`src/rtl/retire_trace_port_if.sv`:
```
// Trace stream from retire_trace_port to a downstream consumer.
// TRACE_CYCLE_STAMP_EN adds the per-record cycle stamp field.
interface retire_trace_port_if;
    logic        valid;
    logic        ready;
    logic [31:0] pc;
    logic [31:0] insn;
    logic        rd_we;
    logic [4:0]  rd;
    logic [31:0] rd_data;
    logic [4:0]  rs1;
    logic [4:0]  rs2;
    logic [31:0] rs1_data;
    logic [31:0] rs2_data;
`ifdef TRACE_CYCLE_STAMP_EN
    logic [31:0] stamp;

    modport master (
        output valid, pc, insn, rd_we, rd, rd_data,
        output rs1, rs2, rs1_data, rs2_data, stamp,
        input  ready
    );
    modport slave (
        input  valid, pc, insn, rd_we, rd, rd_data,
        input  rs1, rs2, rs1_data, rs2_data, stamp,
        output ready
    );
`else
    modport master (
        output valid, pc, insn, rd_we, rd, rd_data,
        output rs1, rs2, rs1_data, rs2_data,
        input  ready
    );
    modport slave (
        input  valid, pc, insn, rd_we, rd, rd_data,
        input  rs1, rs2, rs1_data, rs2_data,
        output ready
    );
`endif
endinterface

```
`src/rtl/retire_trace_port.sv`:
```
// Writeback retire trace capture: FIFO of retire records onto a trace stream.
// Optional TRACE_CYCLE_STAMP_EN stamps each record with a free-running cycle count.
module retire_trace_port #(
    parameter int DEPTH = 4,
    parameter int CNT_W = 32
) (
    input  logic                 clock,
    input  logic                 reset,
    input  logic                 retire_valid,
    input  logic [31:0]          retire_pc,
    input  logic [31:0]          retire_insn,
    input  logic                 retire_rd_we,
    input  logic [4:0]           retire_rd,
    input  logic [31:0]          retire_rd_data,
    input  logic [4:0]           retire_rs1,
    input  logic [4:0]           retire_rs2,
    input  logic [31:0]          retire_rs1_data,
    input  logic [31:0]          retire_rs2_data,
    output logic                 stall_req,
    retire_trace_port_if.master  trace,
    output logic [CNT_W-1:0]     retire_cnt,
    output logic [CNT_W-1:0]     drop_cnt,
    output logic                 overflow
);
    localparam int AW = $clog2(DEPTH);

    typedef struct packed {
        logic [31:0] pc;
        logic [31:0] insn;
        logic        rd_we;
        logic [4:0]  rd;
        logic [31:0] rd_data;
        logic [4:0]  rs1;
        logic [4:0]  rs2;
        logic [31:0] rs1_data;
        logic [31:0] rs2_data;
`ifdef TRACE_CYCLE_STAMP_EN
        logic [31:0] stamp;
`endif
    } rec_t;

    rec_t          mem [DEPTH];
    rec_t          rec_in;
    rec_t          head;
    logic          head_valid;
    logic [AW-1:0] wr_ptr;
    logic [AW-1:0] rd_ptr;
    logic [AW-1:0] rd_next;
    logic [AW:0]   count;
    logic [AW:0]   count_next;
    logic          full;
    logic          push;
    logic          pop;
    logic          drop;
`ifdef TRACE_CYCLE_STAMP_EN
    logic [31:0]   cycle;
`endif

    always_comb begin
        rec_in          = '0;
        rec_in.pc       = retire_pc;
        rec_in.insn     = retire_insn;
        rec_in.rd_we    = retire_rd_we;
        rec_in.rd       = retire_rd;
        rec_in.rd_data  = retire_rd_data;
        rec_in.rs1      = retire_rs1;
        rec_in.rs2      = retire_rs2;
        rec_in.rs1_data = retire_rs1_data;
        rec_in.rs2_data = retire_rs2_data;
`ifdef TRACE_CYCLE_STAMP_EN
        rec_in.stamp    = cycle;
`endif
    end

    assign full    = (count == (AW+1)'(DEPTH));
    assign pop     = head_valid & trace.ready;
    assign push    = retire_valid & (~full | pop);
    assign drop    = retire_valid & full & ~pop;
    assign rd_next = rd_ptr + AW'(pop);

    always_comb begin
        count_next = count;
        if (push && !pop)
            count_next = count + 1'b1;
        else if (pop && !push)
            count_next = count - 1'b1;
    end

    always_ff @(posedge clock) begin
        if (push)
            mem[wr_ptr] <= rec_in;
    end

    // Head register preloads the next head; an empty FIFO takes the incoming record.
    always_ff @(posedge clock or negedge reset) begin
        if (!reset) begin
            wr_ptr     <= '0;
            rd_ptr     <= '0;
            count      <= '0;
            head       <= '0;
            head_valid <= 1'b0;
            stall_req  <= 1'b0;
            retire_cnt <= '0;
            drop_cnt   <= '0;
            overflow   <= 1'b0;
        end else begin
            count      <= count_next;
            rd_ptr     <= rd_next;
            head_valid <= (count_next != '0);
            stall_req  <= (count_next >= (AW+1)'(DEPTH-1));
            if (push) begin
                wr_ptr     <= wr_ptr + 1'b1;
                retire_cnt <= retire_cnt + 1'b1;
            end
            if (count_next != '0) begin
                if (push && (wr_ptr == rd_next))
                    head <= rec_in;
                else
                    head <= mem[rd_next];
            end
            if (drop) begin
                overflow <= 1'b1;
                if (drop_cnt != '1)
                    drop_cnt <= drop_cnt + 1'b1;
            end
        end
    end

`ifdef TRACE_CYCLE_STAMP_EN
    always_ff @(posedge clock or negedge reset) begin
        if (!reset)
            cycle <= '0;
        else
            cycle <= cycle + 1'b1;
    end

    assign trace.stamp    = head.stamp;
`endif

    assign trace.valid    = head_valid;
    assign trace.pc       = head.pc;
    assign trace.insn     = head.insn;
    assign trace.rd_we    = head.rd_we;
    assign trace.rd       = head.rd;
    assign trace.rd_data  = head.rd_data;
    assign trace.rs1      = head.rs1;
    assign trace.rs2      = head.rs2;
    assign trace.rs1_data = head.rs1_data;
    assign trace.rs2_data = head.rs2_data;
endmodule

```
`src/flat_wrapper.sv`:
```
// flat-port wrapper written by rule: the top's interface ports become plain ports
module retire_trace_port_flat 
#(
    parameter int DEPTH = 4,
    parameter int CNT_W = 32
)
  (clock, reset, retire_valid, retire_pc, retire_insn, retire_rd_we, retire_rd, retire_rd_data, retire_rs1, retire_rs2, retire_rs1_data, retire_rs2_data, stall_req, retire_cnt, drop_cnt, overflow, trace_valid, trace_pc, trace_insn, trace_rd_we, trace_rd, trace_rd_data, trace_rs1, trace_rs2, trace_rs1_data, trace_rs2_data, trace_ready);
  retire_trace_port_if trace_i ();
  input  logic clock;
  input  logic reset;
  input  logic retire_valid;
  input  logic [31:0] retire_pc;
  input  logic [31:0] retire_insn;
  input  logic retire_rd_we;
  input  logic [4:0] retire_rd;
  input  logic [31:0] retire_rd_data;
  input  logic [4:0] retire_rs1;
  input  logic [4:0] retire_rs2;
  input  logic [31:0] retire_rs1_data;
  input  logic [31:0] retire_rs2_data;
  output logic stall_req;
  output logic [CNT_W-1:0] retire_cnt;
  output logic [CNT_W-1:0] drop_cnt;
  output logic overflow;
  output wire logic [$bits(trace_i.valid)-1:0] trace_valid;
  output wire logic [$bits(trace_i.pc)-1:0] trace_pc;
  output wire logic [$bits(trace_i.insn)-1:0] trace_insn;
  output wire logic [$bits(trace_i.rd_we)-1:0] trace_rd_we;
  output wire logic [$bits(trace_i.rd)-1:0] trace_rd;
  output wire logic [$bits(trace_i.rd_data)-1:0] trace_rd_data;
  output wire logic [$bits(trace_i.rs1)-1:0] trace_rs1;
  output wire logic [$bits(trace_i.rs2)-1:0] trace_rs2;
  output wire logic [$bits(trace_i.rs1_data)-1:0] trace_rs1_data;
  output wire logic [$bits(trace_i.rs2_data)-1:0] trace_rs2_data;
  input wire logic [$bits(trace_i.ready)-1:0] trace_ready;
  assign trace_valid = trace_i.valid;
  assign trace_pc = trace_i.pc;
  assign trace_insn = trace_i.insn;
  assign trace_rd_we = trace_i.rd_we;
  assign trace_rd = trace_i.rd;
  assign trace_rd_data = trace_i.rd_data;
  assign trace_rs1 = trace_i.rs1;
  assign trace_rs2 = trace_i.rs2;
  assign trace_rs1_data = trace_i.rs1_data;
  assign trace_rs2_data = trace_i.rs2_data;
  assign trace_i.ready = trace_ready;
  retire_trace_port #(.DEPTH(DEPTH), .CNT_W(CNT_W)) u_core (.clock(clock), .reset(reset), .retire_valid(retire_valid), .retire_pc(retire_pc), .retire_insn(retire_insn), .retire_rd_we(retire_rd_we), .retire_rd(retire_rd), .retire_rd_data(retire_rd_data), .retire_rs1(retire_rs1), .retire_rs2(retire_rs2), .retire_rs1_data(retire_rs1_data), .retire_rs2_data(retire_rs2_data), .stall_req(stall_req), .trace(trace_i), .retire_cnt(retire_cnt), .drop_cnt(drop_cnt), .overflow(overflow));
endmodule
```
`config.mk`:
```
export PLATFORM = sky130hd
export DESIGN_NAME = retire_trace_port_flat
export DESIGN_NICKNAME = d
export VERILOG_FILES = /design/src/rtl/retire_trace_port_if.sv /design/src/rtl/retire_trace_port.sv /design/src/flat_wrapper.sv
export SDC_FILE = /design/constraint.sdc
export NUM_CORES = 1
export LEC_CHECK = 0
export BUFFER_PORTS_ARGS = -buffer_cell sky130_fd_sc_hd__buf_2
export CAP_MARGIN = 20
export CORE_ASPECT_RATIO = 0.8
export CORE_MARGIN = 5
export CORE_UTILIZATION = 45
export CTS_BUF_LIST = sky130_fd_sc_hd__clkbuf_8 sky130_fd_sc_hd__clkbuf_16
export DETAILED_ROUTE_END_ITERATION = 10
export PLACE_DENSITY = 0.67
export SYNTH_ARGS = -nofsm -noshare
export SYNTH_HDL_FRONTEND = slang
export SYNTH_SLANG_ARGS = --single-unit
```
`constraint.sdc`:
```
create_clock -name clock -period 5.62 [get_ports clock]
set_input_delay 1.124 -clock clock [delete_from_list [all_inputs] [get_ports clock]]
set_output_delay 1.124 -clock clock [all_outputs]
set_load 0.005 [all_outputs]
```
==> impl_metrics.toml, run 1 <==
[layout]
layout-drive-gt1-share_pct = 47.5
fin_util_pct = 53.7
stdcell_count = 3499
final_common_cell = "edfxtp_1"
syn_to_final_growth_pct = 18.1
final_cell_mix = "edfxtp_1, buf_2, mux2_2"
fillers = 6449
nNetsFinal = 2487

[logic_synthesis]
synth_top_area_share_pct = 56.4
synth_top_cell_by_area = "edfxtp_1"
synth_cell_types = 41
postSynthRegisterBits = 954
synth-seq-area-share_pct = 73.1
syn_inst = 1834
netlist_area_um2 = 37500
synth_area_per_cell_um2 = 20.4
syn-num-nets = 2024
synth.area.top_cells = "edfxtp_1, dfrtp_1, mux4_2"
yosys_warnings = 0

[placement]
portBuffers = 422
hpwl_mm = 48.3
dp_cells = 3305
place_congestion = 0.851

[sta]
slew_violations = 0
worst_clock_skew_ns = 0.0162
setup_tns_ns = 0
worstMarginPinSlew_ns = 1.02
finalCritPeriodShare_pct = 68.3
finalSetupViolCount = 0
grt_setup_unrepaired = "false"
slew_headroom_pct = 32.1
max_freq_ghz = 0.260
whs_ns = 0.461
hold_viol = 0
period_minus_slack_ns = 3.84

[clock_network]
cts_buffer_depth = 3
clock_sinks = 954
ctsHtreeMaxLevel = 3
cts_tree = "built"
clkSlewWorstSetupHoldPaths_ns = 0.06
holdBufCountCts = 0
cts_buffers = 94
post_cts_buffers = 0
ctsResizeCount = 0
clock-root-buffer = "clkbuf_16"
insertion_delay_ns = 0.65

[hold_path]
hp-start = "u_core.retire_cnt[31]$_DFFE_PN0P_"
min_path_cells = 1
hold_path.class = "reg2reg"
hold-path-endpoint = "u_core.retire_cnt[31]$_DFFE_PN0P_"

[worst_setup_path]
cp-start-kind = "input port"
worstPathArrival_ns = 4.36
worstSetupPathType = "in2reg"
rrSetupSlack_ns = 1.94
cp_max_fo = 117
end_kind = "flip-flop"
r2r_cells = 10
reg2reg_to = "u_core.trace.rd_data[19]$_DFFE_PN0P_"
required_ns = 6.14
reg2reg_from = "u_core.trace.valid$_DFF_PN0_"

[drt]
wl_mm = 83.2
ant_nets = 0
first_pass_iters = 5
vias_per_cell = 5.45
drc = 0
initialDrtViolationCount = 1310
wire_per_inst_um = 23.8
vias = 19076

[floorplanning]
design.die.area_um2 = 89100
dieHeight_um = 268
fp.dieW_um = 333
rows = 94
start_util_pct = 45.4
core_um2 = 82400
num_io_pins = 423

[power]
p_per_area_nw_per_um2 = 586
leakage_nw = 16.3
switching_share_pct = 29.4
clkPwrFrac_pct = 23.8
intPower_w = 0.0183
p_sw_w = 0.00763
pwr-share-seq_pct = 39.2
ir_worst_vdd_uv = 627
comb_power_share_pct = 37.0

[grt]
grt_overflow = 0
grt_start_max_net_pins = 143
antenna_found_initial = 27
grt_pass1_vias = 20991
grt_usage_pct = 18.5
grt_pass1_wl_mm = 128

[job]
max_cap_violations = 0

[outcome]
outcome = "finished, final reports clean"
-- worst max path at each step --
stage / from / end / slack [ns] / cells after the start
final: trace_ready / u_core.trace.rd_data[19]$_DFFE_PN0P_ / 1.78 / 11
after floorplan: retire_valid / u_core.mem[0][0]$_DFFE_PP_ / 1.10 / 5
after CTS: trace_ready / u_core.trace.rd_data[19]$_DFFE_PN0P_ / 1.77 / 11
after detailed placement: trace_ready / u_core.trace.rd_data[0]$_DFFE_PN0P_ / 1.06 / 11
after global routing: trace_ready / u_core.trace.pc[0]$_DFFE_PN0P_ / 1.65 / 11
after global placement: trace_ready / u_core.trace.rd[0]$_DFFE_PN0P_ / 1.10 / 11
-- state kept, by name, indices dropped and copies added (netlist names) --
signal,flops
u_core.trace.rs2,5
u_core.overflow,1
u_core.trace.rs1_data,32
u_core.trace.rs1,5
u_core.trace.rs2_data,32
u_core.trace.rd,5
u_core.trace.pc,32
u_core.stall_req,1
u_core.trace.rd_we,1
u_core.rd_ptr,2
u_core.wr_ptr,2
u_core.count,3
u_core.retire_cnt,32
u_core.mem,704
u_core.trace.valid,1
u_core.trace.insn,32
u_core.drop_cnt,32
u_core.trace.rd_data,32
-- metrics by stage --
stage / setup slack [ns] / instance area (um^2) / total power, W
final: 1.78 / 44200 / 0.0259
after detailed placement: 1.06 / 41100 / 0.0201
after global routing: 1.65 / 44200 / 0.0274
after global placement: 1.10 / 41100 / 0.0198
after floorplan: 1.10 / 37500 / 0.0171
after CTS: 1.77 / 44200 / 0.0264
-- synthesized netlist by cell type, drive strengths merged --
cell / number
nor4: 7
or3: 3
nor2: 26
nand4b: 1
xor2: 28
buf: 62
xnor2: 37
nor3: 14
nand4: 29
o2111ai: 1
a21o: 1
edfxtp: 704
mux4: 176
inv: 17
a311oi: 2
nand3: 24
nand2: 34
and4b: 1
or2: 2
mux2: 355
a41o: 1
clkbuf: 24
dfrtp: 250
and3: 5
a31oi: 1
o21ai: 3
a22oi: 1
ha: 10
nand2b: 1
and2: 5
and4: 6
mux2i: 2
or4: 1
-- power by group through the flow --
stage          logic [W]  clock network, W  registers, W
6_report         0.00960           0.00616        0.0102
5_1_grt           0.0104           0.00662        0.0103
4_1_cts          0.00984           0.00632        0.0102
3_5_place_dp     0.00980                 0        0.0103
3_3_place_gp     0.00960                 0        0.0102
2_1_floorplan    0.00677                 0        0.0103
-- kinds of logic after synthesis --
family / after synthesis / share of synthesized area [%]
mux: 533 / 21.3
simple gates: 159 / 2.26
buf+inv: 103 / 1.20
compound gates: 10 / 0.227
flops: 954 / 73.1
fa+ha+maj: 10 / 0.334
xor+xnor: 65 / 1.52
-- metal layers --
| layer | up-vias | routed length, um | track usage (%) |
|---|---|---|---|
| met5 | - | 122 | 0 |
| met4 | 20 | 2500 | 6.14 |
| met3 | 169 | 5590 | 4.99 |
| met2 | 520 | 40000 | 30.1 |
| met1 | 10060 | 34900 | 24.8 |
| li1 | 8307 | - | - |
-- layout make-up --
| type | instances | area (um^2) | area share, % |
|---|---|---|---|
| Sequential cell | 954 | 27400 | 61.9 |
| Multi-Input combinational cell | 777 | 9670 | 21.9 |
| Timing Repair Buffer | 453 | 2610 | 5.89 |
| Clock buffer | 108 | 2570 | 5.80 |
| Tap cell | 1104 | 1380 | 3.12 |
| Clock inverter | 66 | 503 | 1.14 |
| Inverter | 17 | 63.8 | 0.144 |
| Antenna cell | 20 | 50.0 | 0.113 |
-- critical path, cell delays in order --
cell and delay (ns):
buf_2 0.12, nand2_2 0.13, inv_2 0.09, ha_4 0.18, xor2_4 0.19, xnor2_1 0.17
nand3_4 0.10, buf_12 0.61, buf_4 0.89, mux2_2 0.43, mux2_2 0.27
No activity file was read; power rests on OpenSTA's default activity.
==> run 2: changes to the inputs <==
PLACE_DENSITY = 0.65   (was 0.67)
clock period = 3.75 ns   (was 5.62 ns; I/O delays follow)
==> impl_metrics.toml, run 2 (synthesis results as in run 1) <==
[placement]
dp_cells = 3323
placed_cell_area_um2 = 41400
hpwl_mm = 50.2
portBuffers = 422
place_congestion = 0.858

[layout]
fillers = 6453
layout-drive-gt1-share_pct = 48.0
largest_register_ff_count = 704
syn_to_final_growth_pct = 18.9
final_common_cell = "edfxtp_1"
nNetsFinal = 2504
stdcell_count = 3514
final_cell_mix = "edfxtp_1, buf_2, mux2_2"
design_area_um2 = 44500
fin_util_pct = 54.0
largest-register = "u_core.mem"

[worst_setup_path]
cp-start-kind = "flip-flop"
required_ns = 4.28
cp_max_fo = 29
crit_path_start = "u_core.trace.valid$_DFF_PN0_"
crit_chain = "nand2_2 > inv_2 > ha_4 > buf_4 > buf_12 > mux4_2 > mux2_2 > mux2_2"
worstPathArrival_ns = 3.32
worstSetupPathType = "reg2reg"
reg2reg_to = "u_core.trace.rd[4]$_DFFE_PN0P_"
path_common_cell = "mux2_2"
max_stage_delay_ns = 0.54
rrSetupSlack_ns = 0.96
end_kind = "flip-flop"
r2r_cells = 8
cp_slowest_cell = "mux4_2"
crit_path_end = "u_core.trace.rd[4]$_DFFE_PN0P_"
reg2reg_from = "u_core.trace.valid$_DFF_PN0_"

[sta]
grt_setup_unrepaired = "false"
setup_tns_ns = 0
slew_headroom_pct = 40.9
finalSetupViolCount = 0
worstMarginPinSlew_ns = 0.879
hold_viol = 0
period_minus_slack_ns = 2.79
max_freq_ghz = 0.358
worst_clock_skew_ns = 0.0225
slew_violations = 0
finalCritPeriodShare_pct = 74.5

[hold_path]
hold_path.class = "in2async"

[clock_network]
ctsResizeCount = 0
clock_sinks = 954
cts_buffers = 93
post_cts_buffers = 0
holdBufCountCts = 0
cts_tree = "built"
clock-root-buffer = "clkbuf_16"
insertion_delay_ns = 0.65
clkSlewWorstSetupHoldPaths_ns = 0.06
ctsHtreeMaxLevel = 3
cts_buffer_depth = 3

[job]
max_cap_violations = 0

[grt]
antenna_found_initial = 28
grt_pass1_wl_mm = 128
grt_pass1_vias = 20556
grt_overflow = 0
grt_usage_pct = 18.6
grt_start_max_net_pins = 92

[power]
ir_worst_vdd_uv = 637
p_per_area_nw_per_um2 = 881
leakage_nw = 16.5
finalPower_w = 0.0392

[floorplanning]
dieHeight_um = 268
rows = 94
fp.dieW_um = 333
num_io_pins = 423
core_um2 = 82400
start_util_pct = 45.4
design.die.area_um2 = 89100

[drt]
wire_per_inst_um = 23.7
route.met2.wl_mm = 40.7
wl_met1_mm = 34.5
wl_met3_mm = 5.79
vias = 19116
highest-signal-layer = "met5"
ant_nets = 0
wl_mm = 83.4
first_pass_iters = 5
drc = 0
initialDrtViolationCount = 1218
vias_per_cell = 5.44

[outcome]
outcome = "finished, final reports clean"
run 2: layout make-up:
cell class / instances / area (um^2) / area share (%)
Tap cell: 1104 / 1380 / 3.10
Clock buffer: 103 / 2480 / 5.56
Inverter: 17 / 63.8 / 0.143
Antenna cell: 19 / 47.5 / 0.107
Multi-Input combinational cell: 777 / 9670 / 21.7
Clock inverter: 69 / 628 / 1.41
Timing Repair Buffer: 471 / 2880 / 6.46
Sequential cell: 954 / 27400 / 61.5
run 2: worst min-delay path by stage:
stage	startpoint	endpoint	slack, ns	depth (start not counted)
floorplan	reset	u_core.count[0]$_DFF_PN0_	0.45	0
global placement	u_core.overflow$_DFFE_PN0P_	u_core.overflow$_DFFE_PN0P_	0.45	1
detailed placement	u_core.overflow$_DFFE_PN0P_	u_core.overflow$_DFFE_PN0P_	0.45	1
CTS	reset	u_core.retire_cnt[30]$_DFFE_PN0P_	0.18	1
global route	reset	u_core.retire_cnt[31]$_DFFE_PN0P_	0.20	1
finish	reset	u_core.retire_cnt[31]$_DFFE_PN0P_	0.15	1
run 2: through the flow:
step | setup WS (ns) | hold slack (ns)
floorplan | -0.399 | 0.454
global placement | 0.476 | 0.449
detailed placement | 0.481 | 0.452
CTS | 0.907 | 0.176
global route | 0.812 | 0.202
finish | 0.957 | 0.149
run 2: where the power goes:
group | internal, W | total [W] | switching, W
logic | 0.00809 | 0.0147 | 0.00658
registers | 0.0143 | 0.0152 | 0.000953
clock network | 0.00544 | 0.00933 | 0.00389
total | 0.0278 | 0.0392 | 0.0114
run 2: critical path: cells and delay by family (launching register included):
family	cells	cell delay, ns
and+or+nand+nor	1	0.16
DFF	1	0.41
adders and majority gates	1	0.39
buffers and inverters	3	0.62
muxes	3	1.09
run 2: per-layer routing:
| metal | vias to the layer above | global-route usage [%] |
|---|---|---|
| li1 | 8332 | - |
| met1 | 10129 | 24.7 |
| met2 | 473 | 30.3 |
| met3 | 154 | 5.44 |
| met4 | 28 | 5.53 |
| met5 | - | 0 |
